[src/rtl/priority_encoder_32x5_if.sv]
// Request/beat bus for the 32-to-5 priority encoder: a vector goes in,
// one beat per set bit comes out in ascending index order.
interface priority_encoder_32x5_if;
   logic [31:0] in;
   logic        in_valid;
   logic        in_ready;
   logic [4:0]  out;
   logic        out_valid;
   logic        out_ready;
   logic        out_last;
   logic        none;

   modport master (
      output in, in_valid, out_ready,
      input  in_ready, out, out_valid, out_last, none
   );

   modport slave (
      input  in, in_valid, out_ready,
      output in_ready, out, out_valid, out_last, none
   );
endinterface

[src/rtl/priority_encoder_32x5.sv]
// Captures a 32-bit request vector and reports the index of every set bit,
// lowest first, one registered beat per cycle; an all-zero vector gives a single none beat.
module priority_encoder_32x5 (
   input  logic                   clk,
   input  logic                   reset,
   priority_encoder_32x5_if.slave bus
);
   typedef enum logic {IDLE, SCAN} state_t;

   state_t      state, state_next;
   logic [31:0] pending, pending_next, remaining;
   logic [4:0]  out_next;
   logic        out_valid_next, out_last_next, none_next, in_ready_next;
   logic        capture, beat;

   function automatic logic [4:0] lowest_index(input logic [31:0] v);
      lowest_index = 5'd0;
      for (int i = 31; i >= 0; i--)
         if (v[i]) lowest_index = 5'(i);
   endfunction

   function automatic logic single_bit(input logic [31:0] v);
      return (v != 32'd0) && ((v & (v - 32'd1)) == 32'd0);
   endfunction

   // in_ready is a register, so it is already 0 throughout SCAN and during reset
   assign capture   = bus.in_valid && bus.in_ready;
   assign beat      = bus.out_valid && bus.out_ready;
   assign remaining = pending & ~(32'd1 << bus.out);

   // NOTE: sequential state uses non-blocking (<=) so every register samples pre-edge values.
   always_ff @(posedge clk) begin
      if (reset) state <= IDLE;
      else       state <= state_next;
   end

   always_comb begin
      state_next = state;
      case (state)
         IDLE: if (capture)               state_next = SCAN;
         SCAN: if (beat && bus.out_last)  state_next = IDLE;
         default:                         state_next = IDLE;
      endcase
   end

   // NOTE: every output of this block gets a default first, so no latch is inferred.
   always_comb begin
      pending_next   = pending;
      out_next       = bus.out;
      out_valid_next = bus.out_valid;
      out_last_next  = bus.out_last;
      none_next      = bus.none;
      in_ready_next  = (state_next == IDLE);
      case (state)
         IDLE: begin
            if (capture) begin
               pending_next   = bus.in;
               out_next       = lowest_index(bus.in);
               out_valid_next = 1'b1;
               out_last_next  = single_bit(bus.in) || (bus.in == 32'd0);
               none_next      = (bus.in == 32'd0);
            end
         end
         SCAN: begin
            if (beat) begin
               pending_next = remaining;
               if (bus.out_last) begin
                  out_next       = 5'd0;
                  out_valid_next = 1'b0;
                  out_last_next  = 1'b0;
                  none_next      = 1'b0;
               end else begin
                  out_next      = lowest_index(remaining);
                  out_last_next = single_bit(remaining);
               end
            end
         end
         default: ;
      endcase
   end

   always_ff @(posedge clk) begin
      if (reset) begin
         pending       <= 32'd0;
         bus.out       <= 5'd0;
         bus.out_valid <= 1'b0;
         bus.out_last  <= 1'b0;
         bus.none      <= 1'b0;
         bus.in_ready  <= 1'b0;
      end else begin
         pending       <= pending_next;
         bus.out       <= out_next;
         bus.out_valid <= out_valid_next;
         bus.out_last  <= out_last_next;
         bus.none      <= none_next;
         bus.in_ready  <= in_ready_next;
      end
   end
endmodule
[src/flat_wrapper.sv]
// flat-port wrapper written by rule: the top's interface ports become plain ports
module priority_encoder_32x5_flat 
  (clk, reset, bus_in, bus_in_valid, bus_out_ready, bus_in_ready, bus_out, bus_out_valid, bus_out_last, bus_none);
  priority_encoder_32x5_if bus_i ();
  input  logic clk;
  input  logic reset;
  input wire logic [$bits(bus_i.in)-1:0] bus_in;
  input wire logic [$bits(bus_i.in_valid)-1:0] bus_in_valid;
  input wire logic [$bits(bus_i.out_ready)-1:0] bus_out_ready;
  output wire logic [$bits(bus_i.in_ready)-1:0] bus_in_ready;
  output wire logic [$bits(bus_i.out)-1:0] bus_out;
  output wire logic [$bits(bus_i.out_valid)-1:0] bus_out_valid;
  output wire logic [$bits(bus_i.out_last)-1:0] bus_out_last;
  output wire logic [$bits(bus_i.none)-1:0] bus_none;
  assign bus_i.in = bus_in;
  assign bus_i.in_valid = bus_in_valid;
  assign bus_i.out_ready = bus_out_ready;
  assign bus_in_ready = bus_i.in_ready;
  assign bus_out = bus_i.out;
  assign bus_out_valid = bus_i.out_valid;
  assign bus_out_last = bus_i.out_last;
  assign bus_none = bus_i.none;
  priority_encoder_32x5 u_core (.clk(clk), .reset(reset), .bus(bus_i));
endmodule
[config.mk]
export PLATFORM = sky130hd
export DESIGN_NAME = priority_encoder_32x5_flat
export DESIGN_NICKNAME = d
export VERILOG_FILES = /design/src/rtl/priority_encoder_32x5_if.sv /design/src/rtl/priority_encoder_32x5.sv /design/src/flat_wrapper.sv
export SDC_FILE = /design/constraint.sdc
export NUM_CORES = 1
export LEC_CHECK = 0
export ABC_AREA = 1
export ABC_CLOCK_PERIOD_IN_PS = 2900
export CORE_MARGIN = 2
export CORE_UTILIZATION = 53
export DETAILED_ROUTE_END_ITERATION = 8
export PLACE_DENSITY = 0.83
export SYNTH_ARGS = -nofsm -noshare
export SYNTH_HDL_FRONTEND = slang
export SYNTH_SLANG_ARGS = --single-unit
export TNS_END_PERCENT = 100
[constraint.sdc]
create_clock -name clk -period 2.9 [get_ports clk]
set_input_delay 0.435 -clock clk [delete_from_list [all_inputs] [get_ports clk]]
set_output_delay 0.435 -clock clk [all_outputs]
set_load 0.005 [all_outputs]
=== Word-level counts from Yosys, hierarchy flattened ===
Cells that the tools add are included.

* Register bits after elaboration: 42
* Output and inout bits: 9

* Reduce and logical (&&, ||, !) cells: 13
* Bitwise operators: 6
* Eq/ne operators: 3
* Add/sub/neg operators: 2
* Multiplexer cells: 84
* Shifts and indexed selects: 1

{| class="wikitable"
|+ Operator list
! kind !! count
|-
| two-way mux 5 bit || 67
|-
| bitwise AND 32 bit || 3
|-
| zero test 32 bit || 3
|-
| two-way mux 32 bit || 2
|-
| one-hot mux 32 bit (2 select lines) || 1
|-
| nonzero test 32 bit || 2
|-
| subtractor 32 x 1 -> 32 bit (second input constant) || 2
|-
| NOT 32 bit || 1
|-
| left shift 1 x 5 -> 32 bit (first input constant) || 1
|-
| one-hot mux 5 bit (2 select lines) || 1
|-
| two-way mux 1 bit || 9
|-
| one-hot mux 1 bit (2 select lines) || 4
|-
| logical AND 1 bit || 5
|-
| inequality test 2 x 1 -> 1 bit (second input constant) || 2
|-
| AND reduction 3 bit || 1
|-
| inequality test 2 bit (second input constant) || 1
|-
| NOT 1 bit || 2
|-
| AND reduction 2 bit || 1
|-
| logical OR 1 bit || 1
|}

=== Logic depth before layout (Yosys ltp) ===
Gate-level depths: netlist of run 1.

* Word-level depth: 38
* Depth in mapped cells: 36
* Depth with buffers taken out: 36

=== Least setup slack after synthesis of run 1 ===
OpenSTA, ideal clock, no wires.

* Path type: reg-to-reg
* From: reg u_core.bus.out[3]
* To: reg u_core.bus.out_last
* Setup time: 0.074 ns
* Setup slack: 0.303 ns
* Data arrival time: 2.523 ns
* Stages on the path, launching flop included: 20
* Clock period less this slack: 2.597 ns
* Path through: dfxtp_1 > buf_2 > inv_2 > buf_4 > nand4_1 > nand2_1 > nand2_1 > nor3_2 > inv_2 > nor2_2 > inv_2 > nor2_4 > inv_2 > nor2_4 > inv_2 > a2111oi_4 > o2111ai_1 > nor3b_1 > nand4_1 > a31oi_1

* Word-level cells in the longest chain between the ends: 10
* Elaborated cells between the ends (all ways): 11
* Classes of those cells: add/sub (1); shift (1); mux (3); bitwise (3); reduce/logical (3)

{| class="wikitable"
|+ RTL lines
! what !! line !! source
|-
| from (decl) || priority_encoder_32x5_if.sv:20 || <nowiki>output in_ready, out, out_valid, out_last, none</nowiki>
|-
| from (signal assigned) || priority_encoder_32x5.sv:92 || <nowiki>bus.out <= out_next;</nowiki>
|-
| left shift 1 x 5 -> 32 bit (*) || priority_encoder_32x5.sv:29 || <nowiki>assign remaining = pending & ~(32'd1 << bus.out);</nowiki>
|-
| NOT 32 bit (*) || priority_encoder_32x5.sv:29 ||
|-
| bitwise AND 32 bit (*) || priority_encoder_32x5.sv:29 ||
|-
| subtractor 32 x 1 -> 32 bit || priority_encoder_32x5.sv:23 || <nowiki>return (v != 32'd0) && ((v & (v - 32'd1)) == 32'd0);</nowiki>
|-
| bitwise AND 32 bit || priority_encoder_32x5.sv:23 ||
|-
| zero test 32 bit || priority_encoder_32x5.sv:23 ||
|-
| logical AND 1 bit (*) || priority_encoder_32x5.sv:23 ||
|-
| two-way mux 1 bit (*) || priority_encoder_32x5.sv:67 || <nowiki>if (bus.out_last) begin</nowiki>
|-
| two-way mux 1 bit (*) || priority_encoder_32x5.sv:65 || <nowiki>if (beat) begin</nowiki>
|-
| one-hot mux 1 bit (2 select lines) (*) || priority_encoder_32x5.sv:54 || <nowiki>case (state)</nowiki>
|-
| to (signal assigned) || priority_encoder_32x5.sv:94 || <nowiki>bus.out_last <= out_last_next;</nowiki>
|-
| to (decl) || priority_encoder_32x5_if.sv:20 ||
|}

Mark *: on every way between the ends. The rest lies on a longest branch, timed or not. The select of a mux whose other input is x is not followed.
A chain may end at the register's enable or synchronous reset.

=== Worst setup path in the final report of run 1 ===
* From: reg u_core.bus.out[1]
* To: reg u_core.bus.out_last

Same word-level chain as after synthesis.

==> results.md, run 1 <==
* Result of the run: finished with violations
* Violations in the final reports: negative setup slack
* Clock-pin slew on the worst setup and hold paths at 0.08 ns
* WL per Instance at 16.4 µm
* Commonest non-fill, non-tap cell in the layout: nand2_1
* Worst Hold End: u_core.bus.none$_SDFFE_PP0P_
* RSZ-0062 raised after global routing: yes
* Setup WS post-layout at -0.136 ns
* Part of the cycle the worst path needs at 1.05
* Multi-input logic area at 2470 µm²
* Critical path's most frequent cell: nor2_4
* Number of port buffers at 44
* # clock sinks at 42
* Fmax at 329 MHz
* Clk Latency, worst-skew pair at 0.30 ns
* NetSw at 0.798 mW
* Crit path max fanout at 4
* Sequential power share at 0.315
* Slowest CP cell: dfxtp_4
* Switching share of power at 0.382
* WP data required at 3.13 ns
* CTS Buf Count at 5
* Total Wirelength at 13,700 µm
* # placed instances at 815
* Arrival time at the worst endpoint at 3.26 ns
* Leak at 2.38 nW
* Clock share of power at 0.223
* MaxCap Viol Count at 0
* Xor/xnor share of the synthesized area at 0
* Register-to-Register Path Depth at 21
* Most used cells in the layout excluding fill and tap cells: nand2_1, buf_4, inv_1, a21oi_1, nor2_1
* Std cell rows at 30
* Synth Area in Simple Gates at 0.327
* Layout Skew at 0.00893 ns
* Post-synthesis mux area share at 0
* Via count at 4,957
* Number of DRC markers in iteration 0 at 433
* Initial antenna violation count at 0
* Synth warn at 0
* Core Footprint at 6720 µm²
* Mapped Cells at 628
* Synth Area in Compound Gates at 0.313
* Top delay family on crit path: simple AND/OR/NAND/NOR gates
* Count of final hold-check violations at 0
* Critical Path Source Type: flip-flop
* Remaining DRCs at 0
* Global-route wire length before repair at 21,400 µm
* Routability cong. at 0.929
* Main combinational cell family by area after synthesis: simple AND/OR/NAND/NOR gates
* Synth Register Bits at 42
* Combinational power share at 0.462
* Netlist cell types at 45
* Final slew viol count at 0
* Reg2reg start: u_core.bus.out[1]$_SDFFE_PP0P_
* Mean Syn Cell Area at 5.79 µm²
* Register Area at 850 µm²
* Total inserted antenna cells at 0
* Crit. End Element: flip-flop
* Final setup viols at 1
* Total gr overflow at 0
* Share of cells above drive strength 1 at 0.212
* Vias in the first global route at 4,558
* Clock Root Buffer: clkbuf_8
* Rel. slew slack at 0.601
* Slowest cell delay on critical path at 0.37 ns
* Pwr/cell area at 410 nW/µm²
* # hold bufs at CTS at 0
* Async SR Flop Fraction at 0
* Hold path cells at 2
* Peak VDD IR at 0.000277 V
* Area growth syn-to-layout at 40.0%
* Fillers at 546
* Tot GR Track Use at 0.358
* # H-tree levels at 2
* Netlist Area Pre-Place at 3640 µm²
* Post-Route Setup TNS at -0.136 ns
* Reg2reg setup slack at -0.14 ns
* Buffer levels on the longest clock path at 2
* Post-synth EDFFs at 0
* I/O pin cnt at 45
* Fin crit period at 3.04 ns
* TritonCTS clock tree: done
* Synth Net Count at 664
* Pin count of the biggest net entering global routing at 41
* Final #Nets at 791
* Worst-margin pin slew at 0.596 ns
* Via density at 5.93
* Hold path start: u_core.bus.none$_SDFFE_PP0P_
* Critical R2R Capture: u_core.bus.out_last$_SDFFE_PP0P_
* Adder-Cell Fraction of Synth Area at 0.00275
* Final cell count without fillers at 836
* Setup CP Type: flip-flop to flip-flop
* HP Class: flip-flop to flip-flop
* Drt first pass iters at 6
* Post-DP HPWL at 10,200 µm
* Initial core utilization at 0.541
* Internal power at 1.29 mW
* Top_reg_cell synth: dfxtp_1
* Cell Chain, Critical Path: buf_6, nor2_4, nand3_2, o21ai_2, nand2_2, nor3_4, inv_2, nor2_4, inv_2, nor2_4, inv_4, nor2_4, nand2_1, nand2_1, o21ai_1, nor4_1, buf_4, nand2_2, nor4_4, nand4_1, a31oi_1
* Die Area at 7540 µm²
* ANT nets after route at 0
* Bufs and invs on worst path at 5
* Post-synthesis sequential area ratio at 0.231
* Die height at 86.8 µm
* Die width at 86.8 µm
## worst max path at each step
| stage | from | end | slack [ns] | cells after the start |
|---|---|---|---|---|
| detailed placement | bus_in[3] | u_core.bus.out_last$_SDFFE_PP0P_ | -0.27 | 15 |
| CTS | u_core.bus.out[0]$_SDFFE_PP0P_ | u_core.bus.out_last$_SDFFE_PP0P_ | -0.10 | 18 |
| floorplan | u_core.bus.out[3]$_SDFFE_PP0P_ | u_core.bus.out_last$_SDFFE_PP0P_ | 0.30 | 19 |
| global route | u_core.bus.out[0]$_SDFFE_PP0P_ | u_core.bus.out_last$_SDFFE_PP0P_ | -0.32 | 21 |
| finish | u_core.bus.out[1]$_SDFFE_PP0P_ | u_core.bus.out_last$_SDFFE_PP0P_ | -0.14 | 21 |
| global placement | bus_in[1] | u_core.bus.out_last$_SDFFE_PP0P_ | -0.15 | 15 |
## metal layers
| layer | up-vias | track usage | wire (µm) |
|---|---|---|---|
| li1 | 2378 | - | - |
| met1 | 2263 | 0.445 | 5420 |
| met2 | 264 | 0.625 | 6690 |
| met3 | 52 | 0.0638 | 1130 |
| met4 | 0 | 0.112 | 470 |
| met5 | - | 0 | 0 |
## flip-flops by register name (all words and copies together) (netlist names)
register	count
u_core.bus.none	1
u_core.bus.out	5
u_core.bus.out_last	1
u_core.bus.out_valid	1
u_core.pending	32
u_core.bus.in_ready	1
u_core.state	1
## stage by stage
stage	utilization	worst slack, ns	power, mW	instance area (µm²)	hold slack (ns)
after floorplan	-	0.303	1.15	3640	0.445
after global placement	0.706	-0.146	1.48	4740	0.461
after detailed placement	0.706	-0.266	1.50	4740	0.469
after CTS	0.742	-0.104	2.01	4980	0.481
after global routing	0.758	-0.318	2.20	5090	0.492
final	0.758	-0.136	2.09	5090	0.479
## synthesized netlist by cell type, types with 2 or more instances
library cell | n | share of area
nand2_1 | 144 | 0.15
inv_1 | 84 | 0.087
a21oi_1 | 79 | 0.11
nor2_1 | 60 | 0.062
o21ai_0 | 58 | 0.080
dfxtp_1 | 42 | 0.23
nand4_1 | 24 | 0.041
clkbuf_1 | 20 | 0.021
nand3_1 | 17 | 0.023
o21ai_1 | 11 | 0.015
inv_2 | 10 | 0.010
a31oi_1 | 8 | 0.014
nor3_1 | 6 | 0.0083
nor2_4 | 5 | 0.015
a221oi_1 | 4 | 0.0096
nor4_1 | 4 | 0.0069
o2111ai_1 | 4 | 0.0096
o211ai_1 | 4 | 0.0083
buf_2 | 3 | 0.0041
o21bai_1 | 3 | 0.0062
o221a_2 | 3 | 0.0093
o221ai_1 | 3 | 0.0072
o31ai_1 | 3 | 0.0062
or2_2 | 3 | 0.0052
a2111o_1 | 2 | 0.0062
buf_1 | 2 | 0.0021
nor2_2 | 2 | 0.0034
nor3_2 | 2 | 0.0055
o21ai_2 | 2 | 0.0048
## cell families after synthesis
logic type | after synthesis
and+or+nand+nor | 271
AOI/OAI and AO/OA | 194
buffers and inverters | 120
DFF | 42
adders and majority gates | 1
## area by class of cell
class,instances,share of cell area
Multi-Input combinational cell,466,0.485
Timing Repair Buffer,146,0.238
Sequential cell,42,0.167
Inverter,94,0.0703
Tap cell,80,0.0197
Clock buffer,7,0.0150
Clock inverter,1,0.00590
## tightest hold or removal path: cells and delay by family, from the launching register on
family / cells / cell delay [ns]
AOI/OAI and AO/OA: 1 / 0.06
DFF: 1 / 0.32
and+or+nand+nor: 1 / 0.06
## timing repair
action,CTS,global route
gates resized for setup,12,25
buffers inserted,11,2
pin swaps,11,18
setup endpoints to repair,1,3
## power by group through the flow
stage               Sequential (mW)  Clock, mW  Combinational [mW]
floorplan                     0.661          0               0.486
global placement              0.664          0               0.817
detailed placement            0.665          0               0.836
CTS                           0.654      0.462               0.892
global route                  0.662      0.491                1.04
finish                        0.658      0.465               0.963
(Power assumes the default switching activity.)
==> run 2: changes to the inputs <==
HOLD_SLACK_MARGIN = 0.05   (was default)
PLACE_DENSITY = 0.74   (was 0.83)
==> results.md, run 2 (synthesized netlist as in run 1, its figures left out) <==
* Pwr/cell area at 391 nW/µm² (was 410 nW/µm²)
* Arrival time at the worst endpoint at 3.11 ns (was 3.26 ns)
* Std cell rows at 30 (unchanged)
* Clk Latency, worst-skew pair at 0.30 ns (about the same)
* RSZ-0062 raised after global routing: yes (unchanged)
* HP Class: flip-flop to flip-flop (unchanged)
* Commonest non-fill, non-tap cell in the layout: nand2_1 (unchanged)
* Remaining DRCs at 0 (unchanged)
* Number of DRC markers in iteration 0 at 490 (was 433)
* WL per Instance at 15.7 µm (was 16.4 µm)
* Internal power at 1.19 mW (was 1.29 mW)
* Routability cong. at 0.981 (was 0.929)
* Most used cells in the layout excluding fill and tap cells: nand2_1, buf_4, inv_1, a21oi_1, o21ai_0 (was nand2_1, buf_4, inv_1, a21oi_1, nor2_1)
* Top reg by flops: u_core.pending (unchanged)
* Area growth syn-to-layout at 37.9% (was 40.0%)
* Fmax at 347 MHz (was 329 MHz)
* Bufs and invs on worst path at 5 (unchanged)
* CTS Buf Count at 5 (unchanged)
* Rel. slew slack at 0.597 (was 0.601)
* Top flop regs: u_core.pending (32), u_core.bus.out (5) (unchanged)
* Layout Skew at 0.00622 ns (was 0.00893 ns)
* Slowest cell delay on critical path at 0.37 ns (about the same)
* Result of the run: finished clean (was finished with violations)
* Initial core utilization at 0.541 (unchanged)
* NetSw at 0.771 mW (was 0.798 mW)
* Pin count of the biggest net entering global routing at 41 (unchanged)
* Crit path max fanout at 5 (was 4)
* ANT nets after route at 0 (unchanged)
* MaxCap Viol Count at 0 (unchanged)
* Drt first pass iters at 6 (unchanged)
* Final setup viols at 0 (was 1)
* Leak at 2.34 nW (was 2.38 nW)
* WP data required at 3.13 ns (about the same)
* Slowest CP cell: dfxtp_4 (unchanged)
* Top delay family on crit path: simple AND/OR/NAND/NOR gates (unchanged)
* Vias in the first global route at 4,395 (was 4,558)
* Number of port buffers at 44 (unchanged)
* # H-tree levels at 2 (unchanged)
* Setup CP Type: flip-flop to flip-flop (unchanged)
* Count of final hold-check violations at 0 (unchanged)
* # clock sinks at 42 (unchanged)
* Clock-pin slew on the worst setup and hold paths at 0.08 ns (about the same)
* Fin crit period at 2.88 ns (was 3.04 ns)
* Post-route cell area at 5010 µm² (was 5090 µm²)
* Total gr overflow at 0 (unchanged)
* Via count at 4,836 (was 4,957)
* Combinational power share at 0.455 (was 0.462)
* Post-DP HPWL at 10,100 µm (was 10,200 µm)
* Largest register FFs at 32 (unchanged)
* Die Area at 7540 µm² (unchanged)
* Peak VDD IR at 0.000328 V (was 0.000277 V)
* Crit. End Element: flip-flop (unchanged)
* Clock Root Buffer: clkbuf_8 (unchanged)
* Sequential power share at 0.335 (was 0.315)
* Die width at 86.8 µm (unchanged)
* Total Wirelength at 13,100 µm (was 13,700 µm)
* Critical Path Source Type: flip-flop (unchanged)
* Part of the cycle the worst path needs at 0.993 (was 1.05)
* Tot GR Track Use at 0.342 (was 0.358)
* Total inserted antenna cells at 0 (unchanged)
* Cell Chain, Critical Path: buf_6, nor2_4, nand3_1, o21ai_2, nand2_1, nor3_4, inv_2, nor2_4, inv_2, nor2_4, inv_2, nor2_4, inv_2, a2111oi_4, o2111ai_1, nor3b_2, nand4_1, a31oi_1 (was buf_6, nor2_4, nand3_2, o21ai_2, nand2_2, nor3_4, inv_2, nor2_4, inv_2, nor2_4, inv_4, nor2_4, nand2_1, nand2_1, o21ai_1, nor4_1, buf_4, nand2_2, nor4_4, nand4_1, a31oi_1)
* Post-DP Area at 4770 µm² (was 4740 µm²)
* Die height at 86.8 µm (unchanged)
* Global-route wire length before repair at 20,600 µm (was 21,400 µm)
* Core Footprint at 6720 µm² (unchanged)
* Final #Nets at 786 (was 791)
* Final slew viol count at 0 (unchanged)
* Share of cells above drive strength 1 at 0.205 (was 0.212)
* TritonCTS clock tree: done (unchanged)
* Worst-margin pin slew at 0.603 ns (was 0.596 ns)
* Initial antenna violation count at 0 (unchanged)
* Via density at 5.82 (was 5.93)
* Fin util at 0.746 (was 0.758)
* Buffer levels on the longest clock path at 2 (unchanged)
* Clock share of power at 0.210 (was 0.223)
* Switching share of power at 0.394 (was 0.382)
* I/O pin cnt at 45 (unchanged)
* Min Hold Slack at 0.483 ns (was 0.479 ns)
-- run 2: changes by cell type in the layout (fill, tap and decap cells not counted), moves of 2 or more --
| cell | previous run | this run |
|---|---|---|
| nor4_2 | 1 | 3 |
| buf_4 | 101 | 93 |
| buf_6 | 1 | 4 |
| o2111ai_1 | 2 | 4 |
| nand2_1 | 140 | 142 |
-- run 2: final timing paths --
kind / start / end / slack, ns / cells past startpoint
max: u_core.bus.out[1]$_SDFFE_PP0P_ / u_core.bus.out_last$_SDFFE_PP0P_ / 0.02 / 18
min: u_core.pending[0]$_SDFFE_PP0P_ / u_core.pending[0]$_SDFFE_PP0P_ / 0.48 / 2
max reg2reg: u_core.bus.out[1]$_SDFFE_PP0P_ / u_core.bus.out_last$_SDFFE_PP0P_ / 0.02 / 18
min reg2reg: u_core.pending[0]$_SDFFE_PP0P_ / u_core.pending[0]$_SDFFE_PP0P_ / 0.48 / 2
-- run 2: power groups by stage --
stage	Sequential (mW)	Clock [mW]	Combinational (mW)
floorplan	0.661	0	0.486
global placement	0.664	0	0.825
detailed placement	0.666	0	0.838
CTS	0.654	0.408	0.848
global route	0.660	0.434	0.976
finish	0.657	0.410	0.892
-- run 2: metal layers --
metal	share of wire	global-route usage	wire length [µm]
met2	0.48	0.586	6220
met3	0.066	0.0467	863
met5	0	0	0
met4	0.038	0.131	494
met1	0.42	0.432	5490
-- run 2: final cells by class --
type                       count  area (µm²)
fill                         595        1700
tap                           80         100
clock buffer                   7        86.3
timing repair buffer         141        1180
multi-input combinational    466        2430
inverter                      94         355
sequential                    42         853
clock inverter                 1        5.00
-- run 2: timing repair --
| item | in CTS | in global routing |
|---|---|---|
| buffers inserted | 1 | 3 |
| hold buffers | 0 | 0 |
| setup endpoints to repair | 1 | 2 |
| pin swaps | 3 | 12 |
| gates resized for setup | 8 | 26 |
-- run 2: worst min-delay path, stage by stage (launching register included) --
cell,delay [ns]
dfxtp_1,0.32
nand2_1,0.06
a21oi_1,0.06
-- run 2: through the flow --
stage | worst slack, ns | power, mW | cells | setup TNS, ns
after floorplan | 0.303 | 1.15 | 628 | 0
after global placement | -0.195 | 1.49 | 819 | -0.195
after detailed placement | -0.335 | 1.50 | 819 | -0.335
after CTS | 0.000281 | 1.91 | 828 | 0
after global routing | -0.203 | 2.07 | 831 | -0.381
final | 0.0207 | 1.96 | 831 | 0
==> run 3: changes to the inputs <==
MAX_ROUTING_LAYER = met4   (was default)
REMOVE_ABC_BUFFERS = 1   (was default)
==> results.md, run 3 (synthesized netlist as in run 1, its figures left out) <==
* MaxCap Viol Count at 0 (unchanged)
* Clock-pin slew on the worst setup and hold paths at 0.09 ns (was 0.08 ns)
* Hold path start: u_core.bus.none$_SDFFE_PP0P_ (was u_core.pending[0]$_SDFFE_PP0P_)
* Routability cong. at 1.02 (was 0.981)
* Peak VDD IR at 0.000277 V (was 0.000328 V)
* Final #Nets at 786 (unchanged)
* WL per Instance at 15.4 µm (was 15.7 µm)
* Post-DP HPWL at 10,000 µm (was 10,100 µm)
* Power Total at 1.97 mW (was 1.96 mW)
* I/O pin cnt at 45 (unchanged)
* Via count at 4,788 (was 4,836)
* # clock sinks at 42 (unchanged)
* Area growth syn-to-layout at 37.3% (was 37.9%)
* Reg2reg setup slack at -0.06 ns (was 0.02 ns)
* RSZ-0062 raised after global routing: yes (unchanged)
* Layout Skew at 0.00972 ns (was 0.00622 ns)
* Global-route wire length before repair at 21,200 µm (was 20,600 µm)
* Tot GR Track Use at 0.363 (was 0.342)
* Largest register FFs at 32 (unchanged)
* Worst Hold End: u_core.bus.none$_SDFFE_PP0P_ (was u_core.pending[0]$_SDFFE_PP0P_)
* Final slew viol count at 0 (unchanged)
* Crit path max fanout at 5 (unchanged)
* Register-to-Register Path Depth at 18 (unchanged)
* Worst-margin pin slew at 0.638 ns (was 0.603 ns)
* Setup CP Type: flip-flop to flip-flop (unchanged)
* Part of the cycle the worst path needs at 1.02 (was 0.993)
* CTS Buf Count at 5 (unchanged)
* Critical R2R Capture: u_core.bus.out_last$_SDFFE_PP0P_ (unchanged)
* Arrival time at the worst endpoint at 3.20 ns (was 3.11 ns)
* Violations in the final reports: negative setup slack
* Hold path cells at 2 (unchanged)
* Pwr/cell area at 394 nW/µm² (was 391 nW/µm²)
* # hold bufs at CTS at 0 (unchanged)
* Setup WS post-layout at -0.0621 ns (was 0.0207 ns)
* DP Worst Slack at -0.283 ns (was -0.335 ns)
* Pin count of the biggest net entering global routing at 41 (unchanged)
* TritonCTS clock tree: done (unchanged)
* Die Area at 7540 µm² (unchanged)
* Remaining DRCs at 0 (unchanged)
* Via density at 5.76 (was 5.82)
* Fmax at 338 MHz (was 347 MHz)
* Crit. End Element: flip-flop (unchanged)
* Critical Path Source Type: flip-flop (unchanged)
* Share of cells above drive strength 1 at 0.200 (was 0.205)
* Buffer levels on the longest clock path at 2 (unchanged)
* Leak at 2.33 nW (was 2.34 nW)
* Initial core utilization at 0.541 (unchanged)
* Final setup viols at 1 (was 0)
* Die height at 86.8 µm (unchanged)
* Cell Chain, Critical Path: inv_2, nor3_4, nand2_1, o21ai_2, nand2_2, nor3_2, inv_2, nor2_4, inv_2, nor2_4, inv_4, nor2_4, inv_2, a2111oi_4, o2111ai_1, nor3b_1, nand4_1, a31oi_1 (was buf_6, nor2_4, nand3_1, o21ai_2, nand2_1, nor3_4, inv_2, nor2_4, inv_2, nor2_4, inv_2, nor2_4, inv_2, a2111oi_4, o2111ai_1, nor3b_2, nand4_1, a31oi_1)
* Top flop regs: u_core.pending (32), u_core.bus.out (5) (unchanged)
* # H-tree levels at 2 (unchanged)
* Drt first pass iters at 6 (unchanged)
* Vias in the first global route at 4,556 (was 4,395)
* ANT nets after route at 0 (unchanged)
* Total Wirelength at 12,800 µm (was 13,100 µm)
* Result of the run: finished with violations (was finished clean)
* Clock Root Buffer: clkbuf_8 (unchanged)
* Commonest non-fill, non-tap cell in the layout: nand2_1 (unchanged)
* Total inserted antenna cells at 0 (unchanged)
* Most used cells in the layout excluding fill and tap cells: nand2_1, buf_4, inv_1, a21oi_1, o21ai_0 (unchanged)
* Top reg by flops: u_core.pending (unchanged)
* Std cell rows at 30 (unchanged)
* Slowest CP cell: dfxtp_4 (unchanged)
* Slowest cell delay on critical path at 0.38 ns (was 0.37 ns)
* Clk Latency, worst-skew pair at 0.31 ns (was 0.30 ns)
* WP data required at 3.13 ns (about the same)
* Fin crit period at 2.96 ns (was 2.88 ns)
* Die width at 86.8 µm (unchanged)
* Number of DRC markers in iteration 0 at 409 (was 490)
* Critical path's most frequent cell: inv_2
* HP Class: flip-flop to flip-flop (unchanged)
* Rel. slew slack at 0.574 (was 0.597)
* Core Footprint at 6720 µm² (unchanged)
* Number of port buffers at 44 (unchanged)
* Initial antenna violation count at 0 (unchanged)
* Total gr overflow at 0 (unchanged)
* Reg2reg start: u_core.bus.out[1]$_SDFFE_PP0P_ (unchanged)
* Count of final hold-check violations at 0 (unchanged)
[run 3: cell types whose count changed in the layout (fill, tap and decap cells not counted), sizes merged]
cell / before / now
clkbuf: 7 / 6
clkinvlp: 0 / 1
[run 3: critical path: cells and delay by family (launching register included)]
kind,cells,cell delay [ns]
AND/OR/NAND/NOR,9,1.29
AO/OA/AOI/OAI,4,0.83
flip-flops,1,0.38
buffers and inverters,5,0.37
[run 3: layout make-up]
class                      count  area, µm²
clock inverter                 2       12.5
inverter                      94        355
sequential                    42        850
tap                           80        100
timing repair buffer         141       1180
multi-input combinational    466       2420
fill                         565       1730
clock buffer                   6       82.6
[run 3: how the worst max path moves through the flow]
| stage | startpoint | to | slack (ns) | cells past startpoint |
|---|---|---|---|---|
| after global placement | bus_in[1] | u_core.bus.out_last$_SDFFE_PP0P_ | -0.19 | 15 |
| after CTS | u_core.bus.out[1]$_SDFFE_PP0P_ | u_core.bus.out_last$_SDFFE_PP0P_ | -0.03 | 21 |
| after floorplan | u_core.state$_SDFF_PP0_ | u_core.pending[1]$_SDFFE_PP0P_ | -1.02 | 7 |
| final | u_core.bus.out[1]$_SDFFE_PP0P_ | u_core.bus.out_last$_SDFFE_PP0P_ | -0.06 | 18 |
| after detailed placement | bus_in[1] | u_core.bus.out_last$_SDFFE_PP0P_ | -0.28 | 18 |
| after global routing | u_core.bus.out[1]$_SDFFE_PP0P_ | u_core.bus.out_last$_SDFFE_PP0P_ | -0.25 | 21 |
[run 3: per-stage QoR]
stage / std cells / hold slack (ns) / util / TNS, ns / area (µm²)
4_1_cts: 830 / 0.473 / 0.731 / -0.0274 / 4910
3_5_place_dp: 822 / 0.460 / 0.714 / -0.311 / 4800
6_report: 831 / 0.471 / 0.743 / -0.0621 / 4990
2_1_floorplan: 602 / 0.439 / - / -25.57 / 3530
3_3_place_gp: 822 / 0.455 / 0.714 / -0.191 / 4800
5_1_grt: 831 / 0.499 / 0.743 / -0.419 / 4990
[run 3: what timing repair did]
item                       4_1_cts  5_1_grt
resized for setup                7       19
cloned                           0        0
setup endpoints to repair        1        3
pin swaps                        3        5
setup buffers                    0        1
[run 3: metal layers]
layer / global-route usage / wire length [µm]
met1: 0.450 / 5500
met5: - / 0
met4: 0.151 / 499
met2: 0.595 / 6160
met3: 0.0457 / 655
[run 3: power by group]
part / switching (mW) / total (mW) / internal [mW]
clock: 0.228 / 0.420 / 0.192
sequential: 0.0353 / 0.659 / 0.624
combinational: 0.511 / 0.887 / 0.375
